<file path="config.mk">
export PLATFORM = sky130hd
export DESIGN_NAME = rule110_seed_loader
export DESIGN_NICKNAME = d
export VERILOG_FILES = /design/src/rtl/rule110_seed_loader.sv
export SDC_FILE = /design/constraint.sdc
export NUM_CORES = 1
export LEC_CHECK = 0
export BUFFER_PORTS_ARGS = -buffer_cell sky130_fd_sc_hd__buf_2
export CORE_MARGIN = 2
export CORE_UTILIZATION = 56
export CTS_CLUSTER_DIAMETER = 100
export DETAILED_ROUTE_END_ITERATION = 12
export HOLD_SLACK_MARGIN = 0.1
export PLACE_DENSITY_LB_ADDON = 0.12
export SLEW_MARGIN = 20
export SYNTH_ARGS = -nofsm -noshare
export SYNTH_HDL_FRONTEND = slang
export SYNTH_SLANG_ARGS = --single-unit
</file>
<file path="constraint.sdc">
create_clock -name clk -period 2.8 [get_ports clk]
set_input_delay 0.14 -clock clk [delete_from_list [all_inputs] [get_ports clk]]
set_output_delay 0.14 -clock clk [all_outputs]
set_load 0.005 [all_outputs]
</file>
<file path="src/rtl/rule110_seed_loader.sv">
// rule110_seed_loader
// Builds a WIDTH-bit initial generation for the Rule 110 core from byte-wide
// switch input and offers it to the core over a valid/ready handshake.
//
// Ports:
//   clk          in   single clock, rising edge
//   rst_n        in   synchronous active-low reset
//   ena          in   design enable (synchronizers run regardless)
//   byte_in      in   [7:0] switch byte, asynchronous, quasi-static
//   byte_strobe  in   asynchronous, rising edge commits byte_in
//   frame_start  in   asynchronous, rising edge starts a new seed
//   seed_out     out  [WIDTH-1:0] assembled seed, first byte in the MSBs
//   seed_valid   out  seed complete and held
//   seed_ready   in   consumer accepts the seed
//   load_count   out  [CW-1:0] bytes captured in the current frame
//   busy         out  high while collecting bytes
//   overflow     out  sticky, a strobe arrived while a seed was held
module rule110_seed_loader #(
   parameter int unsigned WIDTH = 256,
   parameter int unsigned CW    = 6
) (
   input  logic             clk,
   input  logic             rst_n,
   input  logic             ena,
   input  logic [7:0]       byte_in,
   input  logic             byte_strobe,
   input  logic             frame_start,
   output logic [WIDTH-1:0] seed_out,
   output logic             seed_valid,
   input  logic             seed_ready,
   output logic [CW-1:0]    load_count,
   output logic             busy,
   output logic             overflow
);

   localparam int unsigned BYTES = WIDTH / 8;

   typedef enum logic [1:0] {
      IDLE    = 2'd0,
      COLLECT = 2'd1,
      HOLD    = 2'd2
   } state_t;

   // Two synchronizer stages plus a history stage per async control pin.
   logic       strb_s1_q, strb_s2_q, strb_s3_q;
   logic       start_s1_q, start_s2_q, start_s3_q;
   // Byte data travels with the same depth as the strobe so it is aligned
   // with the strobe pulse.
   logic [7:0] byte_s1_q, byte_s2_q;

   logic       strb_pulse;
   logic       start_pulse;

   state_t           state_q;
   logic [WIDTH-1:0] seed_q;
   logic             valid_q;
   logic [CW-1:0]    count_q;
   logic             busy_q;
   logic             ovf_q;

   // Synchronizers keep running while ena is low so that raising ena
   // never reveals a stale edge.
   always_ff @(posedge clk) begin
      if (!rst_n) begin
         strb_s1_q  <= 1'b0;
         strb_s2_q  <= 1'b0;
         strb_s3_q  <= 1'b0;
         start_s1_q <= 1'b0;
         start_s2_q <= 1'b0;
         start_s3_q <= 1'b0;
         byte_s1_q  <= '0;
         byte_s2_q  <= '0;
      end else begin
         strb_s1_q  <= byte_strobe;
         strb_s2_q  <= strb_s1_q;
         strb_s3_q  <= strb_s2_q;
         start_s1_q <= frame_start;
         start_s2_q <= start_s1_q;
         start_s3_q <= start_s2_q;
         byte_s1_q  <= byte_in;
         byte_s2_q  <= byte_s1_q;
      end
   end

   assign strb_pulse  = strb_s2_q & ~strb_s3_q;
   assign start_pulse = start_s2_q & ~start_s3_q;

   always_ff @(posedge clk) begin
      if (!rst_n) begin
         state_q <= IDLE;
         seed_q  <= '0;
         valid_q <= 1'b0;
         count_q <= '0;
         busy_q  <= 1'b0;
         ovf_q   <= 1'b0;
      end else if (ena) begin
         if (start_pulse) begin
            // A start pulse wins over a same-cycle strobe in every state.
            // In HOLD a same-cycle handshake would also land in COLLECT with
            // count cleared, so applying the start alone is equivalent.
            state_q <= COLLECT;
            seed_q  <= '0;
            valid_q <= 1'b0;
            count_q <= '0;
            busy_q  <= 1'b1;
            ovf_q   <= 1'b0;
         end else begin
            case (state_q)
               IDLE: begin
                  // Strobes are ignored until a frame is started.
               end
               COLLECT: begin
                  if (strb_pulse) begin
                     seed_q  <= {seed_q[WIDTH-9:0], byte_s2_q};
                     count_q <= count_q + CW'(1);
                     if (count_q == CW'(BYTES - 1)) begin
                        state_q <= HOLD;
                        valid_q <= 1'b1;
                        busy_q  <= 1'b0;
                     end
                  end
               end
               HOLD: begin
                  if (strb_pulse) begin
                     ovf_q <= 1'b1;
                  end
                  if (valid_q && seed_ready) begin
                     state_q <= IDLE;
                     valid_q <= 1'b0;
                     count_q <= '0;
                  end
               end
               default: begin
                  state_q <= IDLE;
                  valid_q <= 1'b0;
                  busy_q  <= 1'b0;
               end
            endcase
         end
      end
   end

   assign seed_out   = seed_q;
   assign seed_valid = valid_q;
   assign load_count = count_q;
   assign busy       = busy_q;
   assign overflow   = ovf_q;

endmodule

</file>
==> results of run 1 <==
[state kept, by name, summed over array words and instances, names as in the netlist]
register	cells
seed_valid	1
state_q	1
start_s1_q	1
busy	1
start_s3_q	1
byte_s2_q	8
seed_out	256
load_count	6
strb_s2_q	1
byte_s1_q	8
overflow	1
strb_s3_q	1
strb_s1_q	1
start_s2_q	1
[layout by cell type (no fill, tap or decap)]
cell / synthesis / layout
and2_1: 23 / 23
nor2b_1: 259 / 259
and4_1: 1 / 1
o31a_1: 1 / 1
o31ai_1: 1 / 1
o211a_1: 1 / 1
a21oi_1: 4 / 4
clkbuf_8: 0 / 7
bufinv_16: 0 / 5
nor3b_1: 1 / 1
o221a_2: 4 / 4
o311ai_0: 1 / 1
nor2_1: 3 / 3
nor3_1: 2 / 2
buf_4: 16 / 6
buf_6: 4 / 1
o21a_1: 1 / 1
nand2b_1: 2 / 2
clkbuf_1: 35 / 7
o21ai_4: 0 / 1
or2_2: 1 / 1
o21ai_0: 1 / 1
dlygate4sd3_1: 0 / 13
and3b_1: 2 / 2
a31oi_1: 1 / 1
clkbuf_16: 0 / 29
ha_1: 1 / 1
a22oi_1: 257 / 257
o211ai_1: 1 / 1
buf_12: 0 / 5
a21boi_0: 1 / 1
and3_4: 0 / 1
nand3_1: 6 / 6
buf_2: 36 / 277
clkinv_2: 0 / 3
nand2_1: 9 / 9
dfxtp_1: 288 / 288
and4bb_1: 1 / 1
[critical path, cell delays in order, from the launching register on]
cell	delay, ns
dfxtp_1	0.37
and4bb_1	0.41
and3_4	0.47
buf_4	0.39
a22oi_1	0.15
nor2b_1	0.15
[power groups by stage]
| stage | Clock (uW) | Sequential [uW] | Combinational [uW] |
|---|---|---|---|
| 6_report | 4070 | 4120 | 189 |
| 5_1_grt | 4290 | 4120 | 204 |
| 4_1_cts | 4130 | 4120 | 189 |
| 3_5_place_dp | 0 | 4210 | 175 |
| 3_3_place_gp | 0 | 4210 | 176 |
| 2_1_floorplan | 0 | 4210 | 140 |
[synth_stat cells]
| cell type | n | area share |
|---|---|---|
| a21boi_0 | 1 | 0.00073 |
| a21oi_1 | 4 | 0.0020 |
| a22oi_1 | 257 | 0.19 |
| a31oi_1 | 1 | 0.00061 |
| and2_1 | 23 | 0.014 |
| and3_1 | 1 | 0.00061 |
| and3b_1 | 2 | 0.0017 |
| and4_1 | 1 | 0.00086 |
| and4bb_1 | 1 | 0.0012 |
| buf_2 | 36 | 0.018 |
| buf_4 | 16 | 0.012 |
| buf_6 | 4 | 0.0044 |
| clkbuf_1 | 35 | 0.013 |
| dfxtp_1 | 288 | 0.56 |
| ha_1 | 1 | 0.0012 |
| nand2_1 | 9 | 0.0033 |
| nand2b_1 | 2 | 0.0012 |
| nand3_1 | 6 | 0.0029 |
| nor2_1 | 3 | 0.0011 |
| nor2b_1 | 259 | 0.16 |
| nor3_1 | 2 | 0.00098 |
| nor3b_1 | 1 | 0.00073 |
| o211a_1 | 1 | 0.00098 |
| o211ai_1 | 1 | 0.00073 |
| o21a_1 | 1 | 0.00073 |
| o21ai_0 | 1 | 0.00049 |
| o21ai_1 | 1 | 0.00049 |
| o221a_2 | 4 | 0.0044 |
| o311ai_0 | 1 | 0.00086 |
| o31a_1 | 1 | 0.00086 |
| o31ai_1 | 1 | 0.00073 |
| or2_2 | 1 | 0.00061 |
[logic make-up after synthesis]
kind of cell	count (synthesis)	share of synthesized area
AO/OA/AOI/OAI	275	0.2019
adder cells (fa/ha/maj)	1	0.001221
buffers and inverters	91	0.04654
flip-flops	288	0.5628
AND/OR/NAND/NOR	311	0.1875
[metrics by stage]
step / setup slack, ns / power (uW) / utilization / hold slack [ns]
after global placement: 0.8851 / 4383 / 0.6464 / 0.3464
after CTS: 0.7826 / 8440 / 0.7101 / 0.1636
final: 0.7795 / 8372 / 0.7101 / 0.1673
after detailed placement: 0.8066 / 4383 / 0.6464 / 0.3485
after floorplan: 1.193 / 4347 / - / 0.2673
after global routing: 0.6317 / 8612 / 0.7101 / 0.2153
[layout make-up]
type	count	area, um2
clock inverters	8	165.2
multi-input cells	587	4018
well taps	229	286.5
flip-flops and latches	288	5766
repair buffers	302	1673
fillers	1372	5207
clock buffers	43	848.3
[routing by layer]
metal	global-route usage	share of wire
met1	0.3521	0.45
met3	0.05816	0.067
met2	0.3620	0.44
met5	0	0
met4	0.09410	0.038
[repair_timing]
| item | in CTS | in global routing |
|---|---|---|
| hold buffers | 13 | 0 |
| gates resized for setup | 0 | 0 |
| endpoints found under the hold margin | 14 | 0 |
| setup buffers | 0 | 0 |
[path summary, 6_finish.rpt]
kind	to	cells after the start
max	seed_out[212]$_SDFFE_PN0P_	5
min	seed_out[68]$_SDFFE_PN0P_	2
max reg2reg	seed_out[212]$_SDFFE_PN0P_	5
min reg2reg	byte_s2_q[0]$_SDFF_PN0_	1
==> impl_metrics.ini, run 1 <==
[outcome]
status = completed

[critical_path]
start_kind = flop
cp.required_ns = 3.26
worstSetupStartpoint = seed_valid$_SDFFE_PN0P_
r2r_start = seed_valid$_SDFFE_PN0P_
critPathKind = flop to flop
r2r_slack_ns = 0.78
cp.arrival_ns = 2.48
critPathCaptureType = flop
worstPathMaxFanout = 31

[synth]
synthDistinctLibCells = 32
synth_seq_cells = 288
syn_area_per_cell_um2 = 10.60
syn_nets = 981
yosysSeqAreaShare = 0.5628
synthCells = 966
netlist_area_um2 = 10240
yosys_warnings = 0

[detailed_routing]
first_pass_iters = 6
vias_per_cell = 5.561
avgRoutedWirePerCell_um = 17.44
first_iter_violations = 641
drtAntennaViolNets = 0
wl_um = 25410
drcViolationCount = 0
vias = 8103

[cts]
clock-sinks = 288
clkLatencyLatePin_ns = 0.53
htreeDepth = 1
cts_root_buf = clkbuf_16
cts_buffers = 29
cts_tree = built
clk_path_buf_depth = 3
cts.clk_slew.worst_paths_ns = 0.06

[global_routing]
grt_pass1_wl_um = 40160
grt_max_degree = 145
grt_util_all_layers = 0.2459
overflow = 0
antenna_found_initial = 0
grt_pass1_vias = 7382

[timing]
rsz0062_at_grt = false
hold_violations = 0
worstMarginPinSlew_ns = 0.7818
drv_slew = 0
fin_crit_sh = 0.7216
slew_headroom = 0.4788
setup_viol = 0
fmax_mhz = 494.9
fin_skew_ns = 0.007505
tns_ns = 0
layout_min_cycle_time_ns = 2.020

[placed_design]
gp_congestion = 0.8012
numPortBuffers = 278
place_area_um2 = 11610
dpl.cell_count = 1393
dpl.hpwl_um = 15760

[floorplanning]
io-pin-count = 279
core.rowCount = 49
start_util = 0.5702
die_x_um = 139.3
dieArea_um2 = 19390
core_area_um2 = 17960
die_h_um = 139.3

[power]
leakagePower_uw = 0.005155
p_int_uw = 6738
power_frac_clock = 0.486
power.density_nw_per_um2 = 656.3
irDropWorstVdd_v = 0.0004887
seq_power_share = 0.492
combPwrFrac = 0.023
p_switching_uw = 1634
switching_share = 0.1951

[final_layout]
stdcell_area_um2 = 12760
n_antenna_cell = 0
drive_above_1_share = 0.2769
instances_no_fill = 1457
area_growth_pct = 24.53
layout.nets = 1223

[flow_run]
maxCapViolations = 0

[worst_hold_path]
hp-start = rst_n
hp-class = primary input to flop
No activity file was read; power rests on OpenSTA's default activity.
==> run 2, diff against run 1 <==
CORE_UTILIZATION = 52   (was 56)
clock period = 2 ns   (was 2.8 ns; I/O delays follow)
==> run 2 against run 1 <==
  * Cell count up 3.4%
  * Sequential power up 40%
  * Fmax up 11%
  * Final area up 1.1%
  * Non-clock buffer count up 16
  * Sequential share of layout area down 0.48 points
==> impl_metrics.ini, run 2 (synthesis results as in run 1) <==
[outcome]
status = completed

[critical_path]
critPathCaptureType = flop
cp.required_ns = 2.46
r2r_slack_ns = 0.18
worstPathMaxFanout = 78
critPathKind = flop to flop
cp.arrival_ns = 2.28
start_kind = flop

[floorplanning]
io-pin-count = 279
die_h_um = 144.4
core.rowCount = 51
core_area_um2 = 19400
die_x_um = 144.4
dieArea_um2 = 20840
start_util = 0.5281

[global_routing]
overflow = 0
grt_pass1_vias = 7207
grt_pass1_wl_um = 39340
grt_max_degree = 79
grt_util_all_layers = 0.2307
antenna_found_initial = 0

[timing]
worst_slack_ns = 0.1772
setup_viol = 0
fmax_mhz = 548.6
tns_ns = 0
fin_skew_ns = 0.009984
fin_crit_sh = 0.9114
rsz0062_at_grt = false
worstMarginPinSlew_ns = 0.5509
slew_headroom = 0.6296
drv_slew = 0
hold_violations = 0
layout_min_cycle_time_ns = 1.823

[cts]
clock-sinks = 288
cts_buffers = 28
cts.clk_slew.worst_paths_ns = 0.06
cts_tree = built
htreeDepth = 1
clkLatencyLatePin_ns = 0.53
clk_path_buf_depth = 3
cts_root_buf = clkbuf_16

[detailed_routing]
wl_um = 25470
vias = 8080
first_iter_violations = 548
first_pass_iters = 5
vias_per_cell = 5.362
avgRoutedWirePerCell_um = 16.90
drcViolationCount = 0
drtAntennaViolNets = 0

[final_layout]
final_cell_mix = dfxtp_1 (288), buf_2 (277), nor2b_1 (259)
layout.nets = 1238
area_growth_pct = 25.87
largest_reg_flops = 256
final_common_cell = dfxtp_1
drive_above_1_share = 0.2746
n_antenna_cell = 0

[worst_hold_path]
hp-class = primary input to flop

[placed_design]
numPortBuffers = 278
dpl.hpwl_um = 16280
gp_congestion = 0.7781
dp_slack_ns = 0.2160

[power]
irDropWorstVdd_v = 0.0006328
power.density_nw_per_um2 = 860.4
leakagePower_uw = 0.005201

[flow_run]
maxCapViolations = 0
run 2: changes by cell type in the layout (fill, tap and decap cells not counted):
cell and change:
buf_12 +7, buf_4 -1, bufinv_16 -4, clkbuf_1 +3
clkbuf_8 -3, clkinv_2 +2, dlygate4sd3_1 +10
run 2: layout make-up:
cell class                      instances  area (um2)
Clock buffer                           43       818.3
Clock inverter                          6       55.05
Fill cell                            1577        6505
Multi-Input combinational cell        587        4018
Sequential cell                       288        5766
Tap cell                              265       331.6
Timing Repair Buffer                  318        1906
run 2: critical path, stage by stage (launching register included):
cell      delay [ns]
dfxtp_1         0.37
and4bb_1        0.41
and3_4          0.31
buf_12          0.30
a22oi_1         0.16
nor2b_1         0.14
run 2: worst paths after layout:
path,from,end,cells after the start
min,byte_in[4],byte_s1_q[4]$_SDFF_PN0_,3
max reg2reg,seed_valid$_SDFFE_PN0P_,seed_out[38]$_SDFFE_PN0P_,5
min reg2reg,start_s1_q$_SDFF_PN0_,start_s2_q$_SDFF_PN0_,1
max,seed_valid$_SDFFE_PN0P_,seed_out[38]$_SDFFE_PN0P_,5
run 2: stage by stage:
step           area, um2    util  std cells  hold slack [ns]  total power (uW)
2_1_floorplan      10240       -        966           0.2273              6086
3_3_place_gp       11790  0.6078       1435           0.3071              6159
3_5_place_dp       11790  0.6078       1435           0.3111              6157
4_1_cts            12890  0.6647       1507           0.3226             11200
5_1_grt            12890  0.6647       1507           0.3295             11480
6_report           12890  0.6647       1507           0.3269             11090
run 2: power breakdown:
group          internal [uW]  switching, uW  total [uW]
sequential              5760           6.68        5760
clock                   2920           2110        5030
combinational            152            147         300
total                   8830           2260       11100
run 2: metal layers:
metal / vias to the layer above / GRT usage / routed length [um]
li1: 3967 / - / -
met3: 43 / 0.05364 / 1773
met4: 0 / 0.06336 / 614
met5: - / 0 / 0
met1: 3800 / 0.3304 / 11490
met2: 270 / 0.3502 / 11590
run 2: what timing repair did:
| action | CTS | global route |
|---|---|---|
| gates resized for setup | 0 | 0 |
| hold buffers | 23 | 0 |
| endpoints found under the hold margin | 67 | 0 |
| setup buffers | 0 | 0 |
